--- src/rtl/uart_rx_fifo_pkg.sv ---
`default_nettype none
// ============================================================================
// Module   : uart_pkg
// Purpose  : Shared constants and types for the UART receive byte buffer.
// Revision : 1.0 - initial release
// ============================================================================
package uart_pkg;

    localparam int UART_BYTE_W  = 8;
    localparam int DEF_DEPTH    = 16;
    localparam int DEF_RTS_HIGH = 12;
    localparam int DEF_RTS_LOW  = 4;

    typedef enum logic {
        RTS_ACCEPT = 1'b0,
        RTS_HOLD   = 1'b1
    } rts_state_t;

endpackage
`default_nettype wire

--- src/rtl/uart_rx_fifo_if.sv ---
`default_nettype none
// ============================================================================
// Module   : uart_rx_fifo_if
// Purpose  : Receiver-side capture signals and FWFT read port of the buffer.
// Revision : 1.0 - initial release
// ============================================================================
interface uart_rx_fifo_if
    import uart_pkg::*;
();

    logic [UART_BYTE_W-1:0] in_data;
    logic                   in_valid;
    logic                   in_error;
    logic [UART_BYTE_W-1:0] out_data;
    logic                   out_valid;
    logic                   out_ready;

    modport master (
        output in_data,
        output in_valid,
        output in_error,
        output out_ready,
        input  out_data,
        input  out_valid
    );

    modport slave (
        input  in_data,
        input  in_valid,
        input  in_error,
        input  out_ready,
        output out_data,
        output out_valid
    );

endinterface
`default_nettype wire

--- src/rtl/uart_rx_fifo_sync_edge.sv ---
`default_nettype none
// ============================================================================
// Module   : sync_edge
// Purpose  : Two-flop synchroniser followed by a one-cycle rising-edge pulse.
// Revision : 1.0 - initial release
// ============================================================================
module sync_edge #(
    parameter logic RESET_VAL = 1'b1
) (
    input  wire logic clk,
    input  wire logic reset,
    input  wire logic i_async,
    output logic      o_pulse
);

    logic r_meta;
    logic r_sync;
    logic r_hist;

    // Resetting to RESET_VAL keeps a level already high at release from looking new.
    always_ff @(posedge clk) begin
        if (!reset) begin
            r_meta <= RESET_VAL;
            r_sync <= RESET_VAL;
            r_hist <= RESET_VAL;
        end else begin
            r_meta <= i_async;
            r_sync <= r_meta;
            r_hist <= r_sync;
        end
    end

    assign o_pulse = r_sync & ~r_hist;

endmodule
`default_nettype wire

--- src/rtl/uart_rx_fifo.sv ---
`default_nettype none
// ============================================================================
// Module   : uart_rx_fifo
// Purpose  : Synchronised byte capture into a FWFT FIFO with RTS hysteresis.
// Revision : 1.0 - initial release
// ============================================================================
module uart_rx_fifo
    import uart_pkg::*;
#(
    parameter int DEPTH    = DEF_DEPTH,
    parameter int ADDR_W   = 4,
    parameter int RTS_HIGH = DEF_RTS_HIGH,
    parameter int RTS_LOW  = DEF_RTS_LOW
) (
    input  wire logic        clk,
    input  wire logic        reset,
    input  wire logic        clear,
    uart_rx_fifo_if.slave    bus,
    output logic [ADDR_W:0]  count,
    output logic             rts,
    output logic             overflow,
    output logic             rx_error
);

    localparam logic [ADDR_W:0] c_DEPTH    = (ADDR_W+1)'(DEPTH);
    localparam logic [ADDR_W:0] c_RTS_HIGH = (ADDR_W+1)'(RTS_HIGH);
    localparam logic [ADDR_W:0] c_RTS_LOW  = (ADDR_W+1)'(RTS_LOW);

    logic [UART_BYTE_W-1:0] r_mem [DEPTH];
    logic [ADDR_W-1:0]      r_wptr;
    logic [ADDR_W-1:0]      r_rptr;
    logic [ADDR_W:0]        r_count;
    logic                   r_out_valid;
    logic [UART_BYTE_W-1:0] r_out_data;
    logic                   r_overflow;
    logic                   r_rx_error;
    rts_state_t             r_rts_state;
    logic                   r_rts;

    logic                   w_push_pulse;
    logic                   w_err_pulse;
    logic                   w_full;
    logic                   w_pop;
    logic                   w_push;
    logic                   w_drop;
    logic                   w_wr_en;
    logic [ADDR_W-1:0]      w_rptr_next;
    logic [ADDR_W:0]        w_after_pop;
    logic [ADDR_W:0]        w_count_next;

    sync_edge #(.RESET_VAL(1'b1)) u_sync_valid (
        .clk     (clk),
        .reset   (reset),
        .i_async (bus.in_valid),
        .o_pulse (w_push_pulse)
    );

    sync_edge #(.RESET_VAL(1'b1)) u_sync_error (
        .clk     (clk),
        .reset   (reset),
        .i_async (bus.in_error),
        .o_pulse (w_err_pulse)
    );

    // A pop when full frees the slot the incoming byte lands in.
    assign w_full       = (r_count == c_DEPTH);
    assign w_pop        = r_out_valid & bus.out_ready;
    assign w_push       = w_push_pulse & (~w_full | w_pop);
    assign w_drop       = w_push_pulse & w_full & ~w_pop;
    assign w_wr_en      = w_push & reset & ~clear;
    assign w_rptr_next  = r_rptr + ADDR_W'(w_pop);
    assign w_after_pop  = r_count - (ADDR_W+1)'(w_pop);
    assign w_count_next = w_after_pop + (ADDR_W+1)'(w_push);

    always_ff @(posedge clk) begin
        if (w_wr_en) begin
            r_mem[r_wptr] <= bus.in_data;
        end
    end

    // The head register only sees entries written on earlier edges, so out_valid trails the write.
    always_ff @(posedge clk) begin
        if (!reset || clear) begin
            r_wptr      <= '0;
            r_rptr      <= '0;
            r_count     <= '0;
            r_out_valid <= 1'b0;
            r_out_data  <= '0;
            r_overflow  <= 1'b0;
            r_rx_error  <= 1'b0;
        end else begin
            r_wptr      <= r_wptr + ADDR_W'(w_push);
            r_rptr      <= w_rptr_next;
            r_count     <= w_count_next;
            r_out_valid <= (w_after_pop != '0);
            r_out_data  <= (w_after_pop != '0) ? r_mem[w_rptr_next] : '0;
            if (w_drop) begin
                r_overflow <= 1'b1;
            end
            if (w_err_pulse) begin
                r_rx_error <= 1'b1;
            end
        end
    end

    always_ff @(posedge clk) begin
        if (!reset || clear) begin
            r_rts_state <= RTS_ACCEPT;
            r_rts       <= 1'b0;
        end else begin
            case (r_rts_state)
                RTS_ACCEPT: begin
                    if (r_count >= c_RTS_HIGH) begin
                        r_rts_state <= RTS_HOLD;
                        r_rts       <= 1'b1;
                    end
                end
                RTS_HOLD: begin
                    if (r_count <= c_RTS_LOW) begin
                        r_rts_state <= RTS_ACCEPT;
                        r_rts       <= 1'b0;
                    end
                end
            endcase
        end
    end

    assign bus.out_valid = r_out_valid;
    assign bus.out_data  = r_out_data;
    assign count         = r_count;
    assign rts           = r_rts;
    assign overflow      = r_overflow;
    assign rx_error      = r_rx_error;

endmodule
`default_nettype wire

--- src/flat_wrapper.sv ---
// flat-port wrapper written by rule: the top's interface ports become plain ports
module uart_rx_fifo_flat import uart_pkg::*;
#(
    parameter int DEPTH    = DEF_DEPTH,
    parameter int ADDR_W   = 4,
    parameter int RTS_HIGH = DEF_RTS_HIGH,
    parameter int RTS_LOW  = DEF_RTS_LOW
)
  (clk, reset, clear, count, rts, overflow, rx_error, bus_in_data, bus_in_valid, bus_in_error, bus_out_ready, bus_out_data, bus_out_valid);
  uart_rx_fifo_if bus_i ();
  input  wire logic clk;
  input  wire logic reset;
  input  wire logic clear;
  output logic [ADDR_W:0] count;
  output logic rts;
  output logic overflow;
  output logic rx_error;
  input wire logic [$bits(bus_i.in_data)-1:0] bus_in_data;
  input wire logic [$bits(bus_i.in_valid)-1:0] bus_in_valid;
  input wire logic [$bits(bus_i.in_error)-1:0] bus_in_error;
  input wire logic [$bits(bus_i.out_ready)-1:0] bus_out_ready;
  output wire logic [$bits(bus_i.out_data)-1:0] bus_out_data;
  output wire logic [$bits(bus_i.out_valid)-1:0] bus_out_valid;
  assign bus_i.in_data = bus_in_data;
  assign bus_i.in_valid = bus_in_valid;
  assign bus_i.in_error = bus_in_error;
  assign bus_i.out_ready = bus_out_ready;
  assign bus_out_data = bus_i.out_data;
  assign bus_out_valid = bus_i.out_valid;
  uart_rx_fifo #(.DEPTH(DEPTH), .ADDR_W(ADDR_W), .RTS_HIGH(RTS_HIGH), .RTS_LOW(RTS_LOW)) u_core (.clk(clk), .reset(reset), .clear(clear), .bus(bus_i), .count(count), .rts(rts), .overflow(overflow), .rx_error(rx_error));
endmodule
--- config.mk ---
export PLATFORM = sky130hd
export DESIGN_NAME = uart_rx_fifo_flat
export DESIGN_NICKNAME = d
export VERILOG_FILES = /design/src/rtl/uart_rx_fifo_pkg.sv /design/src/rtl/uart_rx_fifo_if.sv /design/src/rtl/uart_rx_fifo_sync_edge.sv /design/src/rtl/uart_rx_fifo.sv /design/src/flat_wrapper.sv
export SDC_FILE = /design/constraint.sdc
export NUM_CORES = 1
export LEC_CHECK = 0
export CAP_MARGIN = 20
export CORE_MARGIN = 8
export CORE_UTILIZATION = 35
export CTS_CLUSTER_SIZE = 20
export DETAILED_ROUTE_END_ITERATION = 10
export DONT_BUFFER_PORTS = 1
export HOLD_SLACK_MARGIN = 0.05
export PLACE_DENSITY = 0.52
export SETUP_SLACK_MARGIN = 0.05
export SLEW_MARGIN = 20
export SYNTH_ARGS = -nofsm -noshare
export SYNTH_HDL_FRONTEND = slang
export SYNTH_SLANG_ARGS = --single-unit
--- constraint.sdc ---
create_clock -name clk -period 2.6 [get_ports clk]
set_clock_uncertainty 0.2 [all_clocks]
set_input_delay 0.65 -clock clk [delete_from_list [all_inputs] [get_ports clk]]
set_output_delay 0.65 -clock clk [all_outputs]
set_load 0.1 [all_outputs]
# Yosys cells after proc, flatten, opt, wreduce, memory -nomap -nowiden
# Memory sizes are Yosys's and may differ from the RTL's. A register that Yosys moved wholly into a read port is not among the register bits.
# Index checks and enable logic that the tools add are counted.
totals:
  input_bits: 14
  elab_cells: 53
  reg_bits: 24
  memories: 1
  ramBits: 128
  out_inout_bits: 17
mem_list:
  columns: ["memory", "depth", "word_bits", "rd", "rd_ports_with_merged_regs", "write_ports", "line_no", "text"]
  rows:
  - ["u_core.r_mem", 16, 8, 1, 1, 1, "uart_rx_fifo.sv:29", "logic [UART_BYTE_W-1:0] r_mem [DEPTH];"]
op_classes:
  bitwise_logic: 16
  muxes: 8
  n_eq_ne: 3
  n_addsub: 4
  reduce_logical: 5
  order_cmp: 2
ops:
  columns: ["operator", "count"]
  rows:
  - ["$add 4x1->4", 2]
  - ["$and 1x1->1", 8]
  - ["$not 1->1", 7]
  - ["$mux 1", 6]
  - ["$add 5x1->5", 1]
  - ["$eq 5x5->1 const B", 1]
  - ["$ge 5x4->1 const B", 1]
  - ["$le 5x3->1 const B", 1]
  - ["$reduce_bool 5->1", 1]
  - ["$sub 5x1->5", 1]
  - ["$pmux 1 s2", 2]
  - ["$ne 2x1->1 const B", 1]
  - ["$ne 2x2->1 const B", 1]
  - ["$reduce_and 2->1", 1]
  - ["$reduce_or 2->1", 1]
  - ["$logic_not 1->1", 1]
  - ["$logic_or 1x1->1", 1]
  - ["$or 1x1->1", 1]

# Logic depth before layout (Yosys ltp)
depth:
  ltp_word: 8
  depth_mapped: 10
  ltp_nobuf: 10

# Hierarchy
# Synthesis repeated with hierarchy kept, for this count alone.
unflattened:
  hier_cells: 330
  hier_area_um2: 6203.4
modules_own_cells:
  columns: ["module", "instances", "cells_each", "seq_area_each_um2", "area_per_inst_um2"]
  rows:
  - ["uart_rx_fifo", 1, 316, 4364.2, 6018.3]
  - ["sync_edge", 2, 7, 60.1, 92.6]

# Worst setup path before layout
# OpenSTA, ideal clock, no wires.
synth_path:
  kind: "flip-flop to flip-flop"
  startpoint: "register u_core.r_count[1], in the netlist u_core.count[1]"
  endpoint: "memory u_core.r_mem[1][0] (enable)"
  arrival_time_ns: 2.521
  stages_incl_launch_ff: 5
  required_ns: 2.030
  slack_ns: -0.492
  cell_sequence: "dfxtp_1 -> nor2_1 -> a311oi_4 -> or4b_4 -> nor2_1"
synth_via:
  elab_chain_len: 8
synth_lines:
  columns: ["item", "line_no", "text"]
  rows:
  - ["from (decl)", "uart_rx_fifo.sv:32", "logic [ADDR_W:0] r_count;"]
  - ["from (signal assigned)", "uart_rx_fifo.sv:94", "r_count <= w_count_next;"]
  - ["$eq 5x5->1", "uart_rx_fifo.sv:66", "assign w_full = (r_count == c_DEPTH);"]
  - ["$not 1->1", "uart_rx_fifo.sv:68", "assign w_push = w_push_pulse & (~w_full | w_pop);"]
  - ["$or 1x1->1", "uart_rx_fifo.sv:68", null]
  - ["$and 1x1->1", "uart_rx_fifo.sv:68", null]
  - ["$and 1x1->1 (2 in series)", "uart_rx_fifo.sv:70", "assign w_wr_en = w_push & reset & ~clear;"]
  - ["$mux 1", "uart_rx_fifo.sv:76", "if (w_wr_en) begin"]
  - ["$mux 1 (implied by the code)", "uart_rx_fifo.sv:77", "r_mem[r_wptr] <= bus.in_data;"]
  - ["to (decl)", "uart_rx_fifo.sv:29", null]
# No other way between the ends.

# Final worst setup path
layout_path:
  startpoint: "register u_core.r_out_valid, in the netlist u_core.bus.out_valid"
  endpoint: "register u_core.r_out_data[2], in the netlist u_core.bus.out_data[2], read port of u_core.r_mem"
layout_via:
  elab_chain_len: 5
  word_cells_on_any_way: 6
  classes_between: "add/sub: 2; bitwise: 2; reduce/logical: 2"
layout_lines:
  columns: ["item", "line_no", "text"]
  rows:
  - ["from (decl)", "uart_rx_fifo.sv:33", "logic r_out_valid;"]
  - ["from (signal assigned)", "uart_rx_fifo.sv:95", "r_out_valid <= (w_after_pop != '0);"]
  - ["$and 1x1->1 (*)", "uart_rx_fifo.sv:67", "assign w_pop = r_out_valid & bus.out_ready;"]
  - ["$sub 5x1->5", "uart_rx_fifo.sv:72", "assign w_after_pop = r_count - (ADDR_W+1)'(w_pop);"]
  - ["$reduce_bool 5->1", "uart_rx_fifo.sv:96", "r_out_data <= (w_after_pop != '0) ? r_mem[w_rptr_next] : '0;"]
  - ["$not 1->1 (no source line)", null, null]
  - ["$reduce_or 2->1 (no source line)", null, null]
  - ["to (decl)", "uart_rx_fifo.sv:34", "logic [UART_BYTE_W-1:0] r_out_data;"]
# Mark *: on every way between the ends. The rest lies on a longest branch, timed or not.
# A chain may end at the register's enable or synchronous reset.

==> flow_summary.yaml <==
synthesis:
  synth_area_leaders: "edfxtp_1 62%, mux4_2 12%, dfxtp_1 10%"
  async_flop_share: 0
  synth.ff_latch_count: 160
  synth_ff_type: "edfxtp_1"
  synth_area_sq_mm: 0.00615
  synth_area_leader_cell: "edfxtp_1"
  syn_nets: 353
  synth.top_cell.area_share: 0.625
  yosysWarnings: 0
  syn_inst: 331
  synth-seq-area-share: 0.729
  syn_area_per_cell_sq_um: 18.6
  synth.distinct_cells: 37
  synth-edff-count: 128
status:
  status: "finished, final reports clean"
cts:
  cts_root_buf: "clkbuf_16"
  clkLatencyLatePin_ps: 420
  ctsHoldBuffers: 0
  path_clk_slew_ps: 60
  htreeDepth: 4
  cts_tree: "yes"
  cts_made_buffers: 17
  clockBufferDepth: 2
  clock_sinks: 160
critical_path:
  cp-end-kind: "register"
  r2r.worst_path.cells: 8
  critPathCapture: "u_core.bus.out_data[2]$_SDFF_PP0_"
  crit_start: "u_core.bus.out_valid$_SDFF_PP0_"
  critPathRequiredTime_ps: 2670
  worstReg2RegEnd: "u_core.bus.out_data[2]$_SDFF_PP0_"
  critPathLaunchType: "register"
  critical_path_class: "reg -> reg"
  rrSetupSlack_ps: 140
  cp.arrival_ps: 2540
  reg2reg_from: "u_core.bus.out_valid$_SDFF_PP0_"
  crit_fanout: 8
drt:
  wl_per_cell_um: 19.9
  firstDrtPassIters: 4
  drt_first_iter_violations: 207
  drcViolationCount: 0
  num_vias: 3071
  ant_nets: 0
  vias_per_cell: 4.87
  wl_um: 12600
pwr:
  p_leak_nw: 2.68
  ir_drop_uv: 452
  power_density_mw_per_mm2: 723
finish:
  synthToLayoutAreaGrowth_pct: 23.4
  fillers: 1486
  layout_common_cells: "128 x edfxtp_1, 49 x buf_4, 32 x mux4_2, 27 x nor2_1, 26 x dfxtp_1"
  fin_nets: 415
  design_area_sq_mm: 0.00759
  drive_gt1_frac: 0.342
  final_common_cell: "edfxtp_1"
  num_antenna_cells: 0
place:
  gp_congestion: 0.739
  io_buffers: 0
  pre_cts_ws_ps: -185
  dp_hpwl_um: 8250
  postPlaceCellArea_sq_mm: 0.00695
timing:
  worstMarginPinSlew_ps: 450
  fin_tns_setup_ps: 0
  rsz0062_at_grt: "no"
  fin_crit_sh: 0.947
  setup_slack_ps: 137
  slew_violations: 0
  relSlewSlack: 0.699
  min_period_ps: 2460
  fmax_mhz: 406
  setup_viol: 0
  hold_violations: 0
die:
  ios: 31
  die_w_um: 149
  initial_core_util: 0.357
  die_height_um: 149
  coreArea_sq_mm: 0.0172
  dieArea_sq_mm: 0.0221
  rows: 48
grt:
  grt.overflow.total: 0
  grt_first_pass_wirelength_um: 19700
  grt_usage: 0.123
  grt_max_degree: 30
  grt_pass1_vias: 3303
  antenna_found_initial: 0
flow_run:
  drv_cap: 0
min_path:
  worstHoldPathType: "in -> reg"
kinds of logic (layout without fill, tap and decap cells):
| group | Yosys count | after routing | synth area share |
|---|---|---|---|
| fa+ha+maj | 8 | 8 | 0.0163 |
| compound gates | 21 | 21 | 0.0274 |
| simple gates | 66 | 66 | 0.0579 |
| flops | 160 | 160 | 0.729 |
| xor+xnor | 7 | 7 | 0.0112 |
| buf+inv | 21 | 96 | 0.0154 |
| mux | 48 | 48 | 0.143 |
synth_stat cells (5+ instances only):
master / number
edfxtp_1: 128
dfxtp_1: 32
mux4_2: 32
nor2_1: 27
mux2i_1: 16
inv_1: 9
nand2b_1: 9
ha_1: 8
o22ai_1: 8
and2_1: 7
nor3_1: 5
final cells by class:
| cell class | instances | area (sq um) | share of cell area |
|---|---|---|---|
| Timing Repair Buffer | 55 | 488 | 0.0643 |
| Clock buffer | 21 | 450 | 0.0593 |
| Clock inverter | 11 | 178 | 0.0234 |
| Sequential cell | 160 | 4510 | 0.593 |
| Tap cell | 225 | 282 | 0.0371 |
| Multi-Input combinational cell | 150 | 1660 | 0.218 |
| Inverter | 9 | 33.8 | 0.00445 |
sequential cells by signal, summed over array words and instances (netlist names):
| register | flops |
|---|---|
| u_core.bus.out_valid | 1 |
| u_core.u_sync_valid.r_hist | 1 |
| u_core.r_rptr | 4 |
| u_core.u_sync_valid.r_meta | 1 |
| u_core.rts | 1 |
| u_core.r_wptr | 4 |
| u_core.u_sync_error.r_sync | 1 |
| u_core.u_sync_error.r_meta | 1 |
| u_core.overflow | 1 |
| u_core.rx_error | 1 |
| u_core.bus.out_data | 8 |
| u_core.u_sync_valid.r_sync | 1 |
| u_core.r_rts_state | 1 |
| u_core.count | 5 |
| u_core.r_mem | 128 |
| u_core.u_sync_error.r_hist | 1 |
worst max-delay path, stage by stage (launching register included):
cell and delay [ps]:
dfxtp_4 350, nand2_4 60, inv_2 50, ha_4 170, ha_4 170, xor2_2 170, or4_4 580, o211ai_4 410
o22ai_1 150
metrics by stage:
stage	utilization	total power, W	hold WS, ps	std cells
final	0.441	0.00549	106	631
after global routing	0.441	0.00565	78.5	631
after CTS	0.439	0.00556	81.4	630
after detailed placement	0.403	0.00291	197	598
after global placement	0.403	0.00291	192	598
after floorplan	-	0.00289	186	331
metal layers:
metal | global-route usage | vias to the layer above | wire length, um
met5 | 0 | - | 0
met4 | 0.0382 | 0 | 114
met3 | 0.0386 | 10 | 650
met2 | 0.192 | 69 | 6020
met1 | 0.160 | 1559 | 5780
li1 | - | 1433 | -
power breakdown:
group | switching [W] | leakage, nW | internal, W
combinational | 0.0000544 | 0.958 | 0.0000350
clock | 0.000989 | 0.307 | 0.00165
sequential | 0.00000404 | 1.41 | 0.00276
total | 0.00105 | 2.68 | 0.00444
worst min path at each step:
stage,cells past startpoint,from,end
2_1_floorplan,1,u_core.u_sync_error.r_meta$_SDFF_PN1_,u_core.u_sync_error.r_sync$_SDFF_PN1_
3_3_place_gp,1,u_core.u_sync_error.r_meta$_SDFF_PN1_,u_core.u_sync_error.r_sync$_SDFF_PN1_
3_5_place_dp,1,u_core.u_sync_error.r_meta$_SDFF_PN1_,u_core.u_sync_error.r_sync$_SDFF_PN1_
4_1_cts,1,reset,u_core.u_sync_valid.r_hist$_SDFF_PN1_
5_1_grt,1,reset,u_core.u_sync_valid.r_meta$_SDFF_PN1_
6_report,1,reset,u_core.u_sync_valid.r_hist$_SDFF_PN1_
what timing repair did:
action                                  4_1_cts  5_1_grt
endpoints found under the setup margin        0        8
gates resized for setup                       0        0
setup buffers                                 0        1
Note: power is estimated with default switching activity, not from simulation.
